[src/rtl/ccip_mmio_requester.sv]
//==============================================================================
// Module      : ccip_mmio_requester
// Description : Single-outstanding CCI-P MMIO requester with tid tracking,
//               read timeout and stray-response counting.
// Revision    : 1.0 - initial release
//==============================================================================
`default_nettype none

module ccip_mmio_requester #(
  parameter int TIMEOUT_CYCLES = 512,
  parameter int TID_WIDTH      = 9
) (
  input  logic                 clk,
  input  logic                 reset_n,
  input  logic                 cmd_valid,
  output logic                 cmd_ready,
  input  logic                 cmd_write,
  input  logic [15:0]          cmd_addr,
  input  logic [63:0]          cmd_wdata,
  output logic                 rsp_valid,
  output logic [63:0]          rsp_rdata,
  output logic                 rsp_timeout,
  output logic                 c0_mmioWrValid,
  output logic                 c0_mmioRdValid,
  output logic [15:0]          c0_address,
  output logic [1:0]           c0_length,
  output logic [TID_WIDTH-1:0] c0_tid,
  output logic [63:0]          c0_data,
  input  logic                 c2_mmioRdValid,
  input  logic [TID_WIDTH-1:0] c2_tid,
  input  logic [63:0]          c2_data,
  output logic [7:0]           stray_cnt
);

  typedef enum logic [1:0] {
    IDLE     = 2'd0,
    ISSUE    = 2'd1,
    WAIT_RSP = 2'd2,
    COMPLETE = 2'd3
  } state_t;

  localparam logic [15:0]          WAIT_LAST = 16'(TIMEOUT_CYCLES - 1);
  localparam logic [TID_WIDTH-1:0] TID_ONE   = TID_WIDTH'(1);

  state_t                 state_q, state_d;
  logic                   init_q;
  logic                   write_q, write_d;
  logic [15:0]            addr_q, addr_d;
  logic [TID_WIDTH-1:0]   tid_q, tid_d;
  logic [TID_WIDTH-1:0]   tid_cnt_q, tid_cnt_d;
  logic [63:0]            data_q, data_d;
  logic [15:0]            wait_q, wait_d;
  logic [63:0]            rdata_q, rdata_d;
  logic                   timeout_q, timeout_d;
  logic [7:0]             stray_q, stray_d;
  logic                   match;
  logic                   unused_addr_lsb;

  assign unused_addr_lsb = cmd_addr[0];

  // Only the response carrying the tid of the outstanding read counts as a match.
  assign match = c2_mmioRdValid && (state_q == WAIT_RSP) && (c2_tid == tid_q);

  assign cmd_ready      = (state_q == IDLE) && init_q;
  assign c0_mmioWrValid = (state_q == ISSUE) && write_q;
  assign c0_mmioRdValid = (state_q == ISSUE) && !write_q;
  assign c0_address     = addr_q;
  assign c0_length      = 2'b01;
  assign c0_tid         = tid_q;
  assign c0_data        = data_q;
  assign rsp_valid      = (state_q == COMPLETE);
  assign rsp_rdata      = rdata_q;
  assign rsp_timeout    = timeout_q;
  assign stray_cnt      = stray_q;

  always_comb begin
    state_d   = state_q;
    write_d   = write_q;
    addr_d    = addr_q;
    tid_d     = tid_q;
    tid_cnt_d = tid_cnt_q;
    data_d    = data_q;
    wait_d    = wait_q;
    rdata_d   = rdata_q;
    timeout_d = timeout_q;
    stray_d   = stray_q;

    case (state_q)
      IDLE: begin
        if (cmd_valid && cmd_ready) begin
          state_d = ISSUE;
          write_d = cmd_write;
          addr_d  = {cmd_addr[15:1], 1'b0};
          data_d  = cmd_wdata;
          if (!cmd_write) begin
            tid_d = tid_cnt_q;
          end
        end
      end
      ISSUE: begin
        if (write_q) begin
          state_d   = COMPLETE;
          rdata_d   = 64'd0;
          timeout_d = 1'b0;
        end else begin
          state_d   = WAIT_RSP;
          wait_d    = 16'd0;
          tid_cnt_d = tid_cnt_q + TID_ONE;
        end
      end
      WAIT_RSP: begin
        // A match on the expiry cycle takes priority over the timeout.
        if (match) begin
          state_d   = COMPLETE;
          rdata_d   = c2_data;
          timeout_d = 1'b0;
        end else if (wait_q == WAIT_LAST) begin
          state_d   = COMPLETE;
          rdata_d   = {64{1'b1}};
          timeout_d = 1'b1;
        end else begin
          wait_d = wait_q + 16'd1;
        end
      end
      default: begin
        state_d = IDLE;
      end
    endcase

    if (c2_mmioRdValid && !match && (stray_q != 8'hFF)) begin
      stray_d = stray_q + 8'd1;
    end
  end

  always_ff @(posedge clk or negedge reset_n) begin
    if (!reset_n) begin
      state_q   <= IDLE;
      init_q    <= 1'b0;
      write_q   <= 1'b0;
      addr_q    <= 16'd0;
      tid_q     <= '0;
      tid_cnt_q <= '0;
      data_q    <= 64'd0;
      wait_q    <= 16'd0;
      rdata_q   <= 64'd0;
      timeout_q <= 1'b0;
      stray_q   <= 8'd0;
    end else begin
      state_q   <= state_d;
      init_q    <= 1'b1;
      write_q   <= write_d;
      addr_q    <= addr_d;
      tid_q     <= tid_d;
      tid_cnt_q <= tid_cnt_d;
      data_q    <= data_d;
      wait_q    <= wait_d;
      rdata_q   <= rdata_d;
      timeout_q <= timeout_d;
      stray_q   <= stray_d;
    end
  end

endmodule

`default_nettype wire

[config.mk]
export PLATFORM = sky130hd
export DESIGN_NAME = ccip_mmio_requester
export DESIGN_NICKNAME = d
export VERILOG_FILES = /design/src/rtl/ccip_mmio_requester.sv
export SDC_FILE = /design/constraint.sdc
export NUM_CORES = 1
export LEC_CHECK = 0
export ABC_AREA = 1
export BUFFER_PORTS_ARGS = -buffer_cell sky130_fd_sc_hd__buf_4
export CAP_MARGIN = 20
export CORE_MARGIN = 1
export CORE_UTILIZATION = 41
export DETAILED_ROUTE_END_ITERATION = 10
export GPL_TIMING_DRIVEN = 0
export PLACE_DENSITY = 0.68
export SLEW_MARGIN = 10
export SYNTH_ARGS = -nofsm -noshare
export SYNTH_HDL_FRONTEND = slang
export SYNTH_SLANG_ARGS = --single-unit
[constraint.sdc]
create_clock -name clk -period 5.05 [get_ports clk]
set_input_delay 0.7575 -clock clk [delete_from_list [all_inputs] [get_ports clk]]
set_output_delay 0.7575 -clock clk [all_outputs]
set_load 0.03 [all_outputs]
==> flow_summary.yaml <==
floorplanning:
  core_area_sq_um: 20600
  fp.dieArea_sq_um: 21900
  die_h_microns: 148
  floorplan.rows: 52
  ios: 326
  initial_core_utilization: 0.424
  die_width_microns: 148
power_and_ir_drop:
  power_leakage_nw: 6.92
  power-per-cell-area_nw_per_um2: 636
  irDropWorstVdd_v: 0.000325
  power.total_mw: 7.69
worst_setup_path:
  cells_traversed_along_the_worst_timing_path: "inv_1, ha_1, buf_4, nand2_1, inv_1, nand2_1, nor2_1, nand3_1, nor2_2, buf_4, a21oi_1, nand3_1, nand2_1"
  setup.reg_to_reg.worst_slack_ns: 2.66
  worst_setup_path_start_kind: "flip-flop"
  timing.rr.end: "rsp_rdata[59]$_DFFE_PN0P_"
  cp_num_buf_inv: 4
  crit_family: "simple AND/OR/NAND/NOR gates"
  timing.reg2reg.worst_path_depth: 13
  launch_point_of_the_critical_path: "state_q[0]$_DFFE_PN0P_"
  worst_path_slowest_cell: "sky130_fd_sc_hd__nor2_2"
  timing.critical_path.fanout_max: 10
  cp_depth: 13
  timing.critical_path.mode_cell: "sky130_fd_sc_hd__nand2_1"
  critical_path_end_type: "flip-flop"
  timing.critical_path.required_ns: 5.36
  crit_type: "reg2reg"
  crit_arrival_ns: 2.70
  critical_path.max_stage_delay_ns: 0.50
  r2r_start: "state_q[0]$_DFFE_PN0P_"
  cp-endpoint: "rsp_rdata[59]$_DFFE_PN0P_"
detailed_routing:
  route.vias.total: 8183
  initial_drt_markers: 341
  total_detailed_routing_wirelength_mm: 25.2
  drtPass1Iterations: 7
  drt-wirelength-per-cell_microns: 14.5
  drt.antenna.violating_nets: 0
  route.detailed.vias_per_inst: 4.71
  drc: 0
timing:
  worst_slack_ns: 2.66
  timing.clock.skew_ns: 0.0135
  setup-violations-final: 0
  slew-limit-headroom: 0.521
  final_period_util: 0.474
  slew_violations: 0
  timing.setup.tns_ns: 0
  period_needed_ns: 2.39
  setup_repair_after_global_routing_missed_its_margin: "no"
  endpoints_failing_hold: 0
  achievable-frequency_mhz: 418
  timing_worst_slew_pin_value_ns: 0.719
  worst_hold_slack_ns: 0.320
placement:
  port_buffers: 321
  place.gp.congestion: 0.901
  hpwlAfterDp_mm: 19.0
  post_place_setup_slack_ns: 2.56
  dp.cells: 1706
  placed_cell_area_sq_um: 11500
finish:
  drive_gt1_frac: 0.262
  sequential_cell_area_sq_um: 4750
  finalNetCount: 1620
  most_frequent_cells_in_the_layout: "491 x sky130_fd_sc_hd__nand2_1, 335 x sky130_fd_sc_hd__buf_4, 190 x sky130_fd_sc_hd__dfrtp_1"
  areaGrowthSynthToFinish_pct: 38.6
  num-fill-cells: 1940
  fin_cells: 1738
  layout.core_utilization: 0.588
  layout.cells.most_common: "sky130_fd_sc_hd__nand2_1"
  n_diodes: 0
  multi_input_area_sq_um: 3260
  finalInstanceArea_sq_um: 12100
synthesis:
  synthesis.area_per_instance_sq_um: 7.84
  syn-instance-count: 1112
  yosys.area.top_type: "sky130_fd_sc_hd__dfrtp_1"
  postSynthRegisterBits: 190
  cells_taking_the_most_area_after_synthesis: "sky130_fd_sc_hd__dfrtp_1 55%, sky130_fd_sc_hd__nand2_1 21%, sky130_fd_sc_hd__nand3_1 4.9%, sky130_fd_sc_hd__inv_1 4.6%, sky130_fd_sc_hd__a21oi_1 3.8%"
  synth_area_sq_um: 8720
  synth_sequential_area_ratio: 0.545
  yosys_warnings: 0
  netlist.area_leader.share: 0.545
  yosysUniqueCellTypes: 25
cts:
  clk_transition_reported_paths_ns: 0.07
  postCtsResizedCells: 0
  cts_buffers: 17
  htree_num_levels: 4
  cts.path.max_buffers: 2
  insertion_delay_ns: 0.43
  cts_setup_buffers: 0
  cts_hold_buffers: 0
  numClockSinks: 190
  cts.root.buffer_cell: "sky130_fd_sc_hd__clkbuf_16"
  tritoncts: "done"
global_routing:
  first_global_vias: 7949
  grt_max_degree: 102
  grt_antenna_before_repair: 0
  grt_overflow_total: 0
  grt_pass1_wl_mm: 40.3
  groute.usage.overall: 0.236
job:
  max-cap-violations: 0
run_status:
  outcome: "completed"
min_path:
  holdCritPathClass: "in2async"
-- area by class of cell --
| class | count | share of cell area |
|---|---|---|
| Sequential cell | 190 | 0.393 |
| Tap cell | 270 | 0.0280 |
| Clock buffer | 18 | 0.0355 |
| Multi-Input combinational cell | 754 | 0.270 |
| Clock inverter | 14 | 0.0122 |
| Inverter | 112 | 0.0348 |
| Buffer | 58 | 0.0238 |
| Timing Repair Buffer | 322 | 0.202 |
-- flip-flops by register name, indices dropped and copies added (netlist names) --
signal       cells
write_q          1
stray_cnt        8
c0_address      15
rsp_timeout      1
state_q          2
rsp_rdata       64
tid_cnt_q        9
wait_q          16
init_q           1
c0_data         64
c0_tid           9
-- power breakdown --
part	total (mW)	internal, mW	switching [mW]
Clock	1.33	0.699	0.628
Sequential	2.47	2.09	0.372
Combinational	3.89	1.33	2.56
-- how the worst min path moves through the flow --
stage                                  start                        to  slack (ns)
detailed placement    c0_data[9]$_DFFE_PN0P_    c0_data[9]$_DFFE_PN0P_        0.47
floorplan           tid_cnt_q[8]$_DFFE_PN0P_  tid_cnt_q[8]$_DFFE_PN0P_        0.45
global route                         reset_n  stray_cnt[4]$_DFFE_PN0P_        0.37
finish                               reset_n  stray_cnt[3]$_DFFE_PN0P_        0.32
CTS                                  reset_n  stray_cnt[5]$_DFFE_PN0P_        0.35
global placement      wait_q[14]$_DFFE_PN0P_    wait_q[14]$_DFFE_PN0P_        0.46
-- layer usage --
layer | part of all wire | GRT usage | up-vias | wire, microns
met1 | 0.41 | 0.295 | 3802 | 10400
li1 | - | - | 4081 | -
met2 | 0.49 | 0.396 | 268 | 12300
met3 | 0.079 | 0.0642 | 32 | 1980
met5 | 0 | 0 | - | 0
met4 | 0.019 | 0.0747 | 0 | 490
-- synthesized netlist by cell type, drive strengths merged --
library cell    n
nand4           3
and2            1
clkinv          1
dfrtp         190
ha              7
inv           111
nand2         492
buf            29
nor2           46
nor4            1
nand3b          2
nor3            5
clkbuf         29
a21oi          67
conb            2
nand3          86
o21ai          15
xnor2           8
xor2           17
-- logic make-up (layout without fill, tap and decap cells) --
group           after synthesis  after routing  share of synthesized area
fa+ha+maj                     7              7                     0.0100
flops                       190            190                      0.545
other cells                   2              4                   0.000861
simple gates                636            636                      0.290
buf+inv                     170            524                     0.0812
compound gates               82             82                     0.0471
xor+xnor                     25             25                     0.0251
Power figures use the tool's default switching activity.
